### src/rtl/mac_accumulator.sv
// Streaming signed multiply-accumulate result accumulator. Sums a group of
// signed products plus a per-group bias with symmetric saturation and emits one
// registered result per group in the converter's fixed-point input format.
module mac_accumulator #(
  parameter int unsigned IN_WIDTH  = 32,
  parameter int unsigned ACC_WIDTH = 43,
  parameter int unsigned CNT_WIDTH = 16
) (
  input  logic                 clk,
  input  logic                 reset_n,
  input  logic [IN_WIDTH-1:0]  product_in,
  input  logic                 product_valid,
  input  logic                 product_last,
  input  logic [ACC_WIDTH-1:0] bias_in,
  input  logic                 clear,
  output logic [ACC_WIDTH-1:0] fixed_out,
  output logic                 fixed_valid,
  output logic                 sat_flag,
  output logic [CNT_WIDTH-1:0] beat_count
);

  localparam int unsigned SumWidth = ACC_WIDTH + 1;

  // Symmetric clamp limits at the extended width: +(2^(ACC_WIDTH-1)-1) and its negation.
  localparam logic [SumWidth-1:0] MaxPos = {2'b00, {(ACC_WIDTH - 1){1'b1}}};
  localparam logic [SumWidth-1:0] MinNeg = {2'b11, {(ACC_WIDTH - 2){1'b0}}, 1'b1};

  localparam logic [CNT_WIDTH-1:0] CntOne = {{(CNT_WIDTH - 1){1'b0}}, 1'b1};

  logic [ACC_WIDTH-1:0] acc_q, acc_d;
  logic                 first_q, first_d;
  logic                 run_sat_q, run_sat_d;
  logic [CNT_WIDTH-1:0] run_cnt_q, run_cnt_d;
  logic [ACC_WIDTH-1:0] fixed_out_q, fixed_out_d;
  logic                 fixed_valid_q, fixed_valid_d;
  logic                 sat_flag_q, sat_flag_d;
  logic [CNT_WIDTH-1:0] beat_count_q, beat_count_d;

  logic [SumWidth-1:0]  prod_ext;
  logic [SumWidth-1:0]  base_ext;
  logic [SumWidth-1:0]  sum;
  logic [ACC_WIDTH-1:0] sum_clamped;
  logic                 sat_now;

  // Extended-width sum of (bias or running acc) and product, then symmetric clamp.
  always_comb begin
    prod_ext = {{(SumWidth - IN_WIDTH){product_in[IN_WIDTH-1]}}, product_in};
    base_ext = first_q ? {bias_in[ACC_WIDTH-1], bias_in} : {acc_q[ACC_WIDTH-1], acc_q};
    sum      = base_ext + prod_ext;
    sat_now  = 1'b0;
    if ($signed(sum) > $signed(MaxPos)) begin
      sum_clamped = MaxPos[ACC_WIDTH-1:0];
      sat_now     = 1'b1;
    end else if ($signed(sum) < $signed(MinNeg)) begin
      sum_clamped = MinNeg[ACC_WIDTH-1:0];
      sat_now     = 1'b1;
    end else begin
      sum_clamped = sum[ACC_WIDTH-1:0];
    end
  end

  // Next-state for group state and output registers; clear overrides a valid beat.
  always_comb begin
    acc_d         = acc_q;
    first_d       = first_q;
    run_sat_d     = run_sat_q;
    run_cnt_d     = run_cnt_q;
    fixed_out_d   = fixed_out_q;
    fixed_valid_d = 1'b0;
    sat_flag_d    = sat_flag_q;
    beat_count_d  = beat_count_q;

    if (clear) begin
      first_d   = 1'b1;
      run_sat_d = 1'b0;
      run_cnt_d = '0;
    end else if (product_valid) begin
      acc_d = sum_clamped;
      if (first_q) begin
        run_cnt_d = CntOne;
        run_sat_d = sat_now;
        first_d   = 1'b0;
      end else begin
        run_cnt_d = (run_cnt_q == '1) ? run_cnt_q : run_cnt_q + CntOne;
        run_sat_d = run_sat_q | sat_now;
      end
      if (product_last) begin
        fixed_out_d   = acc_d;
        sat_flag_d    = run_sat_d;
        beat_count_d  = run_cnt_d;
        fixed_valid_d = 1'b1;
        first_d       = 1'b1;
      end
    end
  end

  // State and output registers with asynchronous active-low reset.
  always_ff @(posedge clk or negedge reset_n) begin
    if (!reset_n) begin
      acc_q         <= '0;
      first_q       <= 1'b1;
      run_sat_q     <= 1'b0;
      run_cnt_q     <= '0;
      fixed_out_q   <= '0;
      fixed_valid_q <= 1'b0;
      sat_flag_q    <= 1'b0;
      beat_count_q  <= '0;
    end else begin
      acc_q         <= acc_d;
      first_q       <= first_d;
      run_sat_q     <= run_sat_d;
      run_cnt_q     <= run_cnt_d;
      fixed_out_q   <= fixed_out_d;
      fixed_valid_q <= fixed_valid_d;
      sat_flag_q    <= sat_flag_d;
      beat_count_q  <= beat_count_d;
    end
  end

  assign fixed_out   = fixed_out_q;
  assign fixed_valid = fixed_valid_q;
  assign sat_flag    = sat_flag_q;
  assign beat_count  = beat_count_q;

endmodule

### config.mk
export PLATFORM = sky130hd
export DESIGN_NAME = mac_accumulator
export DESIGN_NICKNAME = d
export VERILOG_FILES = /design/src/rtl/mac_accumulator.sv
export SDC_FILE = /design/constraint.sdc
export NUM_CORES = 1
export LEC_CHECK = 0
export BUFFER_PORTS_ARGS = -buffer_cell sky130_fd_sc_hd__buf_2
export CAP_MARGIN = 20
export CORE_MARGIN = 2
export CORE_UTILIZATION = 53
export DETAILED_ROUTE_END_ITERATION = 8
export HOLD_SLACK_MARGIN = 0.08
export PLACE_DENSITY = 0.78
export SYNTH_ARGS = -nofsm -noshare
export SYNTH_HDL_FRONTEND = slang
export SYNTH_SLANG_ARGS = --single-unit
### constraint.sdc
create_clock -name clk -period 4.3 [get_ports clk]
set_input_delay 0.43 -clock clk [delete_from_list [all_inputs] [get_ports clk]]
set_output_delay 0.43 -clock clk [all_outputs]
set_load 0.005 [all_outputs]
* Word level (Yosys, flattened, before mapping) *
Cells that the tools add are included.

storage, ports and cells
  bits in registers = 122
  input port bits = 80
  output and inout port bits = 61
  word-level logic and storage cells = 35

cells by class
  $add $sub $neg = 2
  order comparisons = 2
  equality and inequality tests = 1
  multiplexer cells = 17
  bitwise logic cells = 2
  reductions and logical operators = 3

operators by type and width
  operator                                                      count
  two-way mux 43 bit                                            2
  two-way mux 16 bit                                            4
  adder 44 bit                                                  1
  > comparator 44 x 43 -> 1 bit, second input constant          1
  less-than comparator 44 x 43 -> 1 bit, second input constant  1
  two-way mux 44 bit                                            1
  adder 16 x 1 -> 16 bit, second input constant                 1
  == test 16 bit, second input constant                         1
  two-way mux 1 bit                                             10
  AND reduction 3 bit                                           1
  AND reduction 2 bit                                           1
  nonzero test 2 bit                                            1
  inverter 1 bit                                                1
  OR 1 bit                                                      1

* Longest topological paths before layout *
  depth in word-level cells = 9
  depth in mapped cells = 17
  mapped depth without buffers = 13

* Worst setup path before layout *
Ideal clock, no wire load.

  path type = register to register
  from = register first_q
  to = register sat_flag_q, in the netlist sat_flag
  library setup time = 134 ps
  data arrival time = 4,022 ps
  data required time = 4,166 ps
  slack = 144 ps
  stages on the path, launching flop included = 16
  path buffers = 2
  period minus slack after synthesis = 4,156 ps
  cells stage by stage = dfstp_2 buf_1 mux2_2 ha_1 fa_1 a21o_1 a221o_2 a21oi_4 o41ai_2 a221o_1 a21oi_4 xor2_4 and2_1 buf_4 a2111oi_0 a21oi_1

between the ends
  longest elaborated chain between the ends = 7
  elaborated cells between the ends (all ways) = 8
  classes of those cells = add/sub: 1; order compare: 2; mux: 4; bitwise: 1

ends and longest elaborated chain
  element                                RTL line  RTL
  start, declared                        31        logic first_q, first_d;
  start signal, assigned                 110       first_q <= first_d;
  two-way mux 44 bit                     48        base_ext = first_q ? {bias_in[ACC_WIDTH-1], bias_in} : {acc_q[ACC_WIDTH-1], acc_q};
  adder 44 bit                           49        sum = base_ext + prod_ext;
  less-than comparator 44 x 43 -> 1 bit  54        end else if ($signed(sum) < $signed(MinNeg)) begin
  two-way mux 1 bit                      54
  two-way mux 1 bit                      51        if ($signed(sum) > $signed(MaxPos)) begin
  OR 1 bit                               85        run_sat_d = run_sat_q | sat_now;
  two-way mux 1 bit (*)                  79        if (first_q) begin
  end signal, assigned                   115       sat_flag_q <= sat_flag_d;
  end, declared                          36        logic sat_flag_q, sat_flag_d;

Every way passes the cells marked *; elsewhere a longest branch is shown, timed or not.
A chain may end at the register's enable or synchronous reset.

* Worst setup path after layout *
  from = register first_q
  to = register run_sat_q

between the ends
  longest elaborated chain between the ends = 9
  elaborated cells between the ends (all ways) = 10
  classes of those cells = add/sub: 1; order compare: 2; mux: 6; bitwise: 1

ends and longest elaborated chain
  element                                RTL line  RTL
  two-way mux 44 bit                     48
  adder 44 bit                           49
  less-than comparator 44 x 43 -> 1 bit  54
  two-way mux 1 bit                      54
  two-way mux 1 bit                      51
  OR 1 bit                               85
  two-way mux 1 bit (*)                  79
  two-way mux 1 bit (*)                  77        end else if (product_valid) begin
  two-way mux 1 bit (*)                  73        if (clear) begin
  end signal, assigned                   111       run_sat_q <= run_sat_d;
  end, declared                          32        logic run_sat_q, run_sat_d;

Every way passes the cells marked *; elsewhere a longest branch is shown, timed or not. The select of a mux whose other input is x is not followed.

==> results.yml <==
critical_path:
  critPathLaunchType: "register"
  rr_endpoint: "run_sat_q"
  rrSetupSlack_ps: -20
  reg2reg_depth: 15
  worstPathRequired_ps: 4630
  arrival_ps: 4650
  r2r_start: "first_q"
  worstPathMaxFanout: 6
  worst-setup-path-type: "reg -> reg"
  endpoint_kind: "register"
clocking:
  tritoncts: "yes"
  clock_latency_ps: 430
  h-tree-depth: 4
  cts_root_buffer: "clkbuf_16"
  clk_pin_slew_worst_paths_ps: 60
  cts_num_sinks: 122
  cts_inserted_buffers: 17
  clockBufferDepth: 2
sta:
  hold_violations: 0
  finalSetupViolations: 1
  worstMarginPinSlew_ps: 813
  fmax_mhz: 231
  maxSlewHeadroom_pct: 45.4
  skew_ps: 13.3
  fin_crit_sh_pct: 100
  finalSetupTns_ps: -20.3
  whs_ps: 328
  setup_ws_ps: -20.3
  slew_violations: 0
  period_needed_ps: 4320
  rsz0062_at_grt: "yes"
routing:
  drtPass1Iterations: 6
  route.detailed.drc: 0
  viasPerCell: 6.36
  drtIter0Drc: 1173
  ant_nets: 0
  wire_per_inst_um: 20.3
  vias: 9787
  drt-total-wl_um: 31200
logic_synthesis:
  syn-mean-instance-area_um2: 8.02
  synth_top_cell_by_area: "dfrtp_1"
  yosysSeqAreaShare_pct: 33.6
  synth_top_area_share_pct: 33.3
  synth_seq_cells: 122
  synth_edf_count: 0
  ys_warn_count: 0
  ys_types: 72
  syn_nets: 1257
  async_flop_share_pct: 100
  syn-instance-count: 1132
  synthFlopType: "dfrtp_1"
  synth.cell_area_um2: 9080
  ys_top_cells_by_area: "dfrtp_1, nand2_1, nand3_1"
global_routing:
  grt_usage_pct: 33.4
  antenna_found_initial: 0
  grt_overflow: 0
  grt_pass1_vias: 8811
  grt_max_degree: 86
  grt_pass1_wl_um: 47200
worst_hold_path:
  min_path_cells: 3
  hp-start: "product_last"
  hp-class: "in -> reg"
  hold-path-endpoint: "first_q"
layout:
  diodes: 0
  multi_input_area_um2: 5990
  fillerInstances: 1351
  finalNetCount: 1431
  drive_above_1_share_pct: 29.0
  utilization_pct: 68.9
  synthToLayoutAreaGrowth_pct: 26.2
  ff_latch_area_um2: 3050
place:
  gp_congestion: 1.10
  hpwlAfterDp_um: 22600
  portBuffers: 140
outcome:
  run_status: "finished, violations left"
  failed_checks: "setup timing"
die:
  initial_core_util_pct: 54.6
  fp.coreArea_um2: 16600
  die_area_um2: 18200
  die_w_um: 135
  num_io_pins: 141
  fp-row-count: 47
  die_h_um: 135
power:
  power.density_nw_per_um2: 517
  power.leakage_nw: 5.29
  power_mw: 5.92
  irDropWorstVdd_uv: 322
flow_run:
  maxCapViolations: 0
==> layout by cell type, fill, tap and decap left out, drive strengths merged, types with 12 or more instances in the layout <==
cell	Yosys	layout
o311ai	12	12
xnor2	15	15
mux2	44	44
a21oi	79	79
nor2	93	93
a211oi	12	12
o31ai	16	16
nand4	23	23
clkbuf	48	20
buf	29	229
dfrtp	121	121
a21o	13	13
ha	44	44
nor3	20	20
xor2	21	21
inv	16	23
o21ai	71	71
nand3	124	124
nand2	190	190
==> worst max path at each step <==
stage                 start        end  cells after the start
global placement    first_q  run_sat_q                     14
detailed placement  first_q  run_sat_q                     14
finish              first_q  run_sat_q                     15
CTS                 first_q  acc_q[38]                     14
global route        first_q  run_sat_q                     14
floorplan           first_q   sat_flag                     15
==> worst max-delay path, cell delays in order, from the launching register on <==
cell and delay [ps]:
dfstp_2 650, buf_12 170, buf_4 150, mux2_2 340
ha_2 390, nand2_2 130, a211oi_4 250, buf_4 160
o21bai_1 120, a21o_1 260, a211o_1 330, and2_1 190
o21ai_0 220, xnor2_1 230, nand4_1 300, a311oi_2 310
==> repair_timing <==
item,CTS,global route
setup buffers,0,3
hold endpoints to repair,23,0
cloned,0,2
hold buffers,1,0
gates resized for setup,12,86
endpoints found under the setup margin,14,64
pin swaps,7,14
==> where the power goes <==
group / internal [mW] / switching (mW)
clock: 0.811 / 0.614
combinational: 1.13 / 1.63
sequential: 1.51 / 0.236
total: 3.44 / 2.48
==> Yosys cell counts, drive strengths merged, types with 6 or more instances <==
library cell and number:
a211oi 12, a21o 13, a21oi 79, a311oi 10, a31oi 9, and2 7
and3 6, buf 29, clkbuf 48, dfrtp 121, ha 44, inv 16
maj3 6, mux2 44, mux2i 10, nand2 190, nand3 124, nand4 23
nor2 93, nor3 20, nor4 11, o211ai 11, o21ai 71, o311ai 12
o31ai 16, or3 7, xnor2 15, xor2 21
==> metrics by stage <==
stage / setup slack (ps) / std cells / cell area (µm²)
finish: -20.3 / 1539 / 11500
floorplan: 144 / 1132 / 9080
global route: -118 / 1539 / 11500
CTS: 0.667 / 1533 / 11100
global placement: -291 / 1500 / 10400
detailed placement: -403 / 1500 / 10400
==> flip-flops by register name, indices dropped and copies added (netlist names) <==
name         count
run_sat_q        1
run_cnt_q       16
beat_count      16
fixed_out       43
fixed_valid      1
first_q          1
acc_q           43
sat_flag         1
==> layer usage <==
metal	vias up	GRT usage, %	part of all wire [%]
li1	4487	-	-
met1	4591	47.0	41
met2	605	51.4	45
met3	104	6.57	10
met4	0	12.0	3.9
met5	-	0	0
==> cell type report <==
| class | count | share of cell area [%] |
|---|---|---|
| Clock buffer | 18 | 3.74 |
| Multi-Input combinational cell | 917 | 52.3 |
| Timing Repair Buffer | 232 | 13.2 |
| Tap cell | 220 | 2.40 |
| Sequential cell | 122 | 26.7 |
| Inverter | 16 | 0.524 |
| Clock inverter | 14 | 1.21 |
==> cells by family (layout without fill, tap and decap cells) <==
group / Yosys count / count (layout) / synth area share [%]
AND/OR/NAND/NOR: 503 / 503 / 25.3
multiplexers: 54 / 54 / 6.56
buffers and inverters: 93 / 280 / 4.24
XOR/XNOR: 36 / 36 / 3.68
AO/OA/AOI/OAI: 273 / 273 / 19.7
flip-flops: 122 / 122 / 33.6
adder cells (fa/ha/maj): 51 / 51 / 6.94
(Power assumes the default switching activity.)
